**config.mk**
```make
export PLATFORM = sky130hd
export DESIGN_NAME = regfile_writeback_queue
export DESIGN_NICKNAME = d
export VERILOG_FILES = /design/src/rtl/rf_pkg.sv /design/src/rtl/wb_fifo.sv /design/src/rtl/regfile_writeback_queue.sv
export SDC_FILE = /design/constraint.sdc
export NUM_CORES = 1
export LEC_CHECK = 0
export BUFFER_PORTS_ARGS = -buffer_cell sky130_fd_sc_hd__clkbuf_2
export CAP_MARGIN = 20
export CORE_AREA = 2 2 176 178
export CTS_BUF_LIST = sky130_fd_sc_hd__clkbuf_2 sky130_fd_sc_hd__clkbuf_4 sky130_fd_sc_hd__clkbuf_8
export CTS_CLUSTER_SIZE = 10
export DETAILED_ROUTE_END_ITERATION = 8
export DIE_AREA = 0 0 178 180
export PLACE_DENSITY = 0.74
export SYNTH_ARGS = -nofsm -noshare
export SYNTH_HDL_FRONTEND = slang
export SYNTH_HIERARCHICAL = 1
export SYNTH_SLANG_ARGS = --single-unit
```
**constraint.sdc**
```tcl
create_clock -name clk -period 3.8 [get_ports clk]
set_input_delay 0.38 -clock clk [delete_from_list [all_inputs] [get_ports clk]]
set_output_delay 0.38 -clock clk [all_outputs]
set_load 0.1 [all_outputs]
```
**src/rtl/rf_pkg.sv**
```systemverilog
// Shared register-file constants and the write-back entry layout.
package rf_pkg;

  localparam int unsigned REG_ADDR_W = 5;
  localparam int unsigned REG_DATA_W = 32;
  localparam logic [REG_ADDR_W-1:0] ZERO_REG = 5'd0;

  typedef struct packed {
    logic [REG_ADDR_W-1:0] rd;
    logic [REG_DATA_W-1:0] data;
  } wb_entry_t;

endpackage

```
**src/rtl/wb_fifo.sv**
```systemverilog
// Circular buffer for pending register writes; exposes its storage, the read
// pointer and a per-slot valid mask so the owner can search pending entries.
module wb_fifo
  import rf_pkg::*;
#(
  parameter int unsigned DEPTH = 4,
  parameter int unsigned W     = REG_ADDR_W + REG_DATA_W
) (
  input  logic                        clk,
  input  logic                        rst,
  input  logic                        push,
  input  logic [W-1:0]                din,
  input  logic                        pop,
  output logic [W-1:0]                head,
  output logic [DEPTH-1:0][W-1:0]     entries,
  output logic [DEPTH-1:0]            valid,
  output logic [$clog2(DEPTH)-1:0]    rd_ptr,
  output logic [$clog2(DEPTH):0]      count,
  output logic                        full,
  output logic                        empty
);

  localparam int unsigned PW = $clog2(DEPTH);
  localparam int unsigned CW = PW + 1;

  logic [DEPTH-1:0][W-1:0] mem;
  logic [PW-1:0]           wr_ptr;
  logic                    do_push;
  logic                    do_pop;

  assign full    = (count == CW'(DEPTH));
  assign empty   = (count == '0);
  assign do_push = push && !full;
  assign do_pop  = pop && !empty;
  assign head    = mem[rd_ptr];
  assign entries = mem;

  // Storage carries no reset; occupancy is defined solely by count.
  always_ff @(posedge clk) begin
    if (do_push) mem[wr_ptr] <= din;
  end

  always_ff @(posedge clk or posedge rst) begin
    if (rst) begin
      wr_ptr <= '0;
      rd_ptr <= '0;
      count  <= '0;
    end else begin
      if (do_push) wr_ptr <= wr_ptr + PW'(1);
      if (do_pop)  rd_ptr <= rd_ptr + PW'(1);
      case ({do_push, do_pop})
        2'b10:   count <= count + CW'(1);
        2'b01:   count <= count - CW'(1);
        default: count <= count;
      endcase
    end
  end

  always_comb begin
    logic [PW-1:0] off;
    valid = '0;
    for (int unsigned i = 0; i < DEPTH; i++) begin
      off      = PW'(i) - rd_ptr;
      valid[i] = (CW'(off) < count);
    end
  end

endmodule

```
**src/rtl/regfile_writeback_queue.sv**
```systemverilog
// Register-file write port driver: arbitrates ALU/load results into an in-order
// queue, retires one write per cycle, and forwards the youngest pending value.
// Optional macro WB_BYPASS_EN loads results straight into the output stage when the queue is empty.
module regfile_writeback_queue
  import rf_pkg::*;
#(
  parameter int unsigned DEPTH  = 4,
  parameter int unsigned DATA_W = REG_DATA_W,
  parameter int unsigned ADDR_W = REG_ADDR_W
) (
  input  logic                     clk,
  input  logic                     rst,
  input  logic                     alu_valid,
  input  logic [ADDR_W-1:0]        alu_rd,
  input  logic [DATA_W-1:0]        alu_data,
  output logic                     alu_ready,
  input  logic                     mem_valid,
  input  logic [ADDR_W-1:0]        mem_rd,
  input  logic [DATA_W-1:0]        mem_data,
  output logic                     mem_ready,
  output logic                     RegWrite,
  output logic [ADDR_W-1:0]        writeReg,
  output logic [DATA_W-1:0]        writeData,
  input  logic [ADDR_W-1:0]        fwd_addr1,
  input  logic [ADDR_W-1:0]        fwd_addr2,
  output logic                     fwd_hit1,
  output logic                     fwd_hit2,
  output logic [DATA_W-1:0]        fwd_data1,
  output logic [DATA_W-1:0]        fwd_data2,
  output logic [$clog2(DEPTH):0]   count,
  output logic                     full,
  output logic                     empty
);

  localparam int unsigned PW = $clog2(DEPTH);
  localparam int unsigned EW = ADDR_W + DATA_W;

  logic                        mem_acc;
  logic                        alu_acc;
  logic [ADDR_W-1:0]           in_rd;
  logic [DATA_W-1:0]           in_data;
  logic                        in_ok;
  logic                        push;
  logic                        bypass;
  logic                        pop;
  logic [EW-1:0]               head;
  logic [DEPTH-1:0][EW-1:0]    q_ent;
  logic [DEPTH-1:0]            q_valid;
  logic [PW-1:0]               q_rptr;

  // Ready never looks at the pop so there is no combinational path from the output stage.
  assign mem_ready = !full;
  assign alu_ready = !full && !mem_valid;
  assign mem_acc   = mem_valid && mem_ready;
  assign alu_acc   = alu_valid && alu_ready;
  assign in_rd     = mem_acc ? mem_rd   : alu_rd;
  assign in_data   = mem_acc ? mem_data : alu_data;
  assign in_ok     = (mem_acc || alu_acc) && (in_rd != ADDR_W'(ZERO_REG));
  assign pop       = !empty;

`ifdef WB_BYPASS_EN
  assign bypass = in_ok && empty;
  assign push   = in_ok && !empty;
`else
  assign bypass = 1'b0;
  assign push   = in_ok;
`endif

  wb_fifo #(
    .DEPTH (DEPTH),
    .W     (EW)
  ) u_fifo (
    .clk     (clk),
    .rst     (rst),
    .push    (push),
    .din     ({in_rd, in_data}),
    .pop     (pop),
    .head    (head),
    .entries (q_ent),
    .valid   (q_valid),
    .rd_ptr  (q_rptr),
    .count   (count),
    .full    (full),
    .empty   (empty)
  );

  always_ff @(posedge clk or posedge rst) begin
    if (rst) begin
      RegWrite  <= 1'b0;
      writeReg  <= '0;
      writeData <= '0;
    end else if (pop) begin
      RegWrite  <= 1'b1;
      writeReg  <= head[EW-1:DATA_W];
      writeData <= head[DATA_W-1:0];
    end else if (bypass) begin
      RegWrite  <= 1'b1;
      writeReg  <= in_rd;
      writeData <= in_data;
    end else begin
      RegWrite  <= 1'b0;
    end
  end

  // Output stage is the oldest pending write; queued entries are scanned head to
  // tail so the youngest match overwrites older ones.
  function automatic logic [DATA_W:0] fwd_lookup(
    input logic [ADDR_W-1:0]            a,
    input logic                         out_v,
    input logic [ADDR_W-1:0]            out_rd,
    input logic [DATA_W-1:0]            out_d,
    input logic [DEPTH-1:0][EW-1:0]     ent,
    input logic [DEPTH-1:0]             v,
    input logic [PW-1:0]                rp
  );
    logic              hit;
    logic [DATA_W-1:0] d;
    logic [PW-1:0]     idx;
    hit = 1'b0;
    d   = '0;
    if (out_v && (out_rd == a)) begin
      hit = 1'b1;
      d   = out_d;
    end
    for (int unsigned k = 0; k < DEPTH; k++) begin
      idx = rp + PW'(k);
      if (v[idx] && (ent[idx][EW-1:DATA_W] == a)) begin
        hit = 1'b1;
        d   = ent[idx][DATA_W-1:0];
      end
    end
    if (a == ADDR_W'(ZERO_REG)) begin
      hit = 1'b0;
      d   = '0;
    end
    return {hit, d};
  endfunction

  always_comb begin
    {fwd_hit1, fwd_data1} = fwd_lookup(fwd_addr1, RegWrite, writeReg, writeData,
                                       q_ent, q_valid, q_rptr);
    {fwd_hit2, fwd_data2} = fwd_lookup(fwd_addr2, RegWrite, writeReg, writeData,
                                       q_ent, q_valid, q_rptr);
  end

endmodule

```
==> flow_metrics.env <==
export IMPL_drive_gt1_frac=0.440
export IMPL_initial_utilization=0.491
export IMPL_max_cap_violations=0
export IMPL_critPathArrivalTime_ns=3.91
export IMPL_nets=1786
export IMPL_skew_ns=0.0139
export IMPL_drt_iter0_drc=1851
export IMPL_synth_seq_area_share=0.376
export IMPL_synth_net_count=1547
export IMPL_numCtsBuffers=17
export IMPL_synth_commonest_cells="178 x nand2_1, 148 x edfxtp_1, 134 x nor2_1"
export IMPL_ant_nets=0
export IMPL_finalInstanceArea_um2=20300
export IMPL_hold_viol_final=0
export IMPL_synth_top_cell_by_area="edfxtp_1"
export IMPL_netlist_instances=1449
export IMPL_syn_area_per_cell_um2=10.2
export IMPL_cts_max_path_buffers=2
export IMPL_via_per_inst=6.70
export IMPL_fin_util=0.671
export IMPL_gr_total_overflow=0
export IMPL_grt_max_degree=87
export IMPL_wl_um=53300
export IMPL_die_height_um=180
export IMPL_cts_tree="done"
export IMPL_holdWs_ns=0.226
export IMPL_synthFlopType="edfxtp_1"
export IMPL_period_share=1.13
export IMPL_place_hpwl_um=31200
export IMPL_grt_use_total=0.303
export IMPL_rsz0062_at_grt="true"
export IMPL_required_ns=3.42
export IMPL_max_slew_margin=0.332
export IMPL_clk_latency_ns=0.49
export IMPL_antenna_found_initial=0
export IMPL_period_minus_slack_ns=4.29
export IMPL_synthArstFlopShare=0.233
export IMPL_first_pass_iters=6
export IMPL_status="finished, violations left"
export IMPL_netlist_area_um2=14800
export IMPL_fin_ws_ns=-0.488
export IMPL_synth_distinct_cells=65
export IMPL_hold_path_class="in -> reg"
export IMPL_wl_per_cell_um=25.4
export IMPL_num_fill_cells=2064
export IMPL_failed_checks="setup timing"
export IMPL_io_buffers=198
export IMPL_worstMarginPinSlew_ns=1.00
export IMPL_place_congestion=0.926
export IMPL_slew_violations=0
export IMPL_clockRootBuffer="clkbuf_8"
export IMPL_first_global_vias=13400
export IMPL_yosysTopAreaCellShare=0.300
export IMPL_synth_seq_cells=193
export IMPL_endpoint_kind="output port"
export IMPL_antennaDiodeCount=0
export IMPL_synth_edf_count=148
export IMPL_start_kind="flip-flop"
export IMPL_place_area_um2=17800
export IMPL_dp_worst_setup_slack_ns=-0.00741
export IMPL_fmax_mhz=233
export IMPL_setup_viol=66
export IMPL_synth_most_common_cell="nand2_1"
export IMPL_syn2layout_area_growth_pct=36.7
export IMPL_num_io_pins=199
export IMPL_vias=14100
export IMPL_die_area_um2=32000
export IMPL_grt_pass1_wl_um=74900
export IMPL_core_area_um2=30200
export IMPL_crit_fanout=6
export IMPL_row_count=64
export IMPL_crit_type="reg -> out"
export IMPL_die_x_um=178
export IMPL_netlist_top_cells_area="edfxtp_1 30%, mux2_2 9.7%, mux4_2 8.5%, dfrtp_1 7.6%, mux2i_1 6.8%"
export IMPL_drc=0
export IMPL_clk_pin_slew_worst_paths_ns=0.12
export IMPL_cts_htree_levels=4
export IMPL_cts_num_sinks=193
export IMPL_synth_warnings=6
logic make-up (layout without fill, tap and decap cells):
family                     after synthesis  count (layout)  share of synthesized area
and+or+nand+nor                        449             452                      0.136
AOI/OAI and AO/OA                      308             308                      0.146
muxes                                  285             285                      0.251
DFF                                    193             193                      0.376
buffers and inverters                  144             393                     0.0467
xor gates and xnor gates                60              60                     0.0355
adders and majority gates               10              10                    0.00896
routing by layer:
metal / up-vias / global-route usage / share of wire / wire length [um]
met5: - / 0 / 0 / 0
met4: 0 / 0.142 / 0.052 / 2760
met3: 247 / 0.0649 / 0.12 / 6500
met2: 1137 / 0.492 / 0.47 / 25300
met1: 6778 / 0.386 / 0.35 / 18800
li1: 5893 / - / - / -
path summary, 6_finish.rpt:
check / from / end / slack [ns] / cells after the start
worst min register to register: writeData[1] / writeData[1] / 0.59 / 1
worst max-delay path: u_fifo/rd_ptr[1] / fwd_data1[20] / -0.49 / 16
min in group asynchronous: rst / u_fifo/count[2] / 0.39 / 3
worst max register to register: u_fifo/count[1] / u_fifo/count[2] / 0.24 / 14
worst min-delay path: mem_data[1] / u_fifo/entries[38] / 0.23 / 2
max in group asynchronous: rst / writeData[25] / 2.43 / 4
flip-flops by register name, summed over array words and instances, names as in the netlist:
name            count
u_fifo/count        3
u_fifo/entries    148
writeData          32
u_fifo/rd_ptr       2
u_fifo/wr_ptr       2
writeReg            5
RegWrite            1
critical path: stages (launching register included):
cell,delay [ns]
dfrtp_4,0.53
buf_8,0.15
inv_2,0.07
ha_4,0.20
a21oi_1,0.15
o21bai_1,0.14
buf_4,0.16
mux4_2,0.51
buf_6,0.16
nand2_4,0.06
or2_4,0.12
nand3b_1,0.16
buf_12,0.19
buf_12,0.13
o32a_1,0.40
o21ai_4,0.09
buf_12,0.19
metrics by stage:
| step | instances | TNS (ns) |
|---|---|---|
| after global placement | 1982 | 0 |
| final | 2097 | -22.79 |
| after CTS | 2045 | -15.36 |
| after global routing | 2097 | -26.32 |
| after floorplan | 1449 | -36.94 |
| after detailed placement | 1982 | -0.00741 |
cells in the final DEF, fill, tap and decap left out, types with 7 or more instances in the layout:
cell | Yosys | layout
a21oi_1 | 40 | 35
buf_12 | 0 | 88
a31o_4 | 0 | 24
a211oi_1 | 18 | 10
nor2_1 | 134 | 122
o21ai_4 | 0 | 15
mux2i_1 | 101 | 99
clkbuf_2 | 0 | 132
o22ai_1 | 30 | 20
clkbuf_8 | 0 | 17
or2_2 | 10 | 7
nor3_1 | 27 | 16
inv_1 | 18 | 11
o32a_1 | 9 | 9
xnor2_1 | 32 | 30
dfrtp_1 | 45 | 40
and2_1 | 27 | 25
nor2b_1 | 11 | 10
o21a_1 | 12 | 9
and3_1 | 12 | 10
buf_6 | 9 | 19
a311oi_4 | 0 | 12
mux4_2 | 56 | 56
clkbuf_16 | 0 | 9
nor3_4 | 0 | 11
edfxtp_1 | 148 | 148
nand3_1 | 16 | 13
xor2_1 | 28 | 26
nand2_1 | 178 | 173
a221o_1 | 9 | 9
nor2_4 | 0 | 7
buf_4 | 15 | 83
mux2_2 | 127 | 124
o21ai_0 | 82 | 60
o22ai_2 | 0 | 7
a211o_1 | 21 | 20
what timing repair did:
item | in CTS | in global routing
hold buffers | 1 | 0
resized for setup | 92 | 120
hold endpoints to repair | 28 | 0
pin swaps | 41 | 52
setup endpoints to repair | 66 | 66
setup buffers | 22 | 43
gates cloned | 8 | 10
area by class of cell:
| class | count | area (um2) | area share |
|---|---|---|---|
| timing repair buffer | 343 | 3740 | 0.185 |
| inverter | 18 | 68.8 | 0.00340 |
| clock buffer | 18 | 241 | 0.0119 |
| tap | 396 | 495 | 0.0245 |
| clock inverter | 14 | 149 | 0.00735 |
| multi-input combinational | 1115 | 9960 | 0.492 |
| sequential | 193 | 5590 | 0.276 |
Power is left out: the tool's default activity adds up to more than one toggle a clock period on the data nets, which glitch-free logic cannot reach.
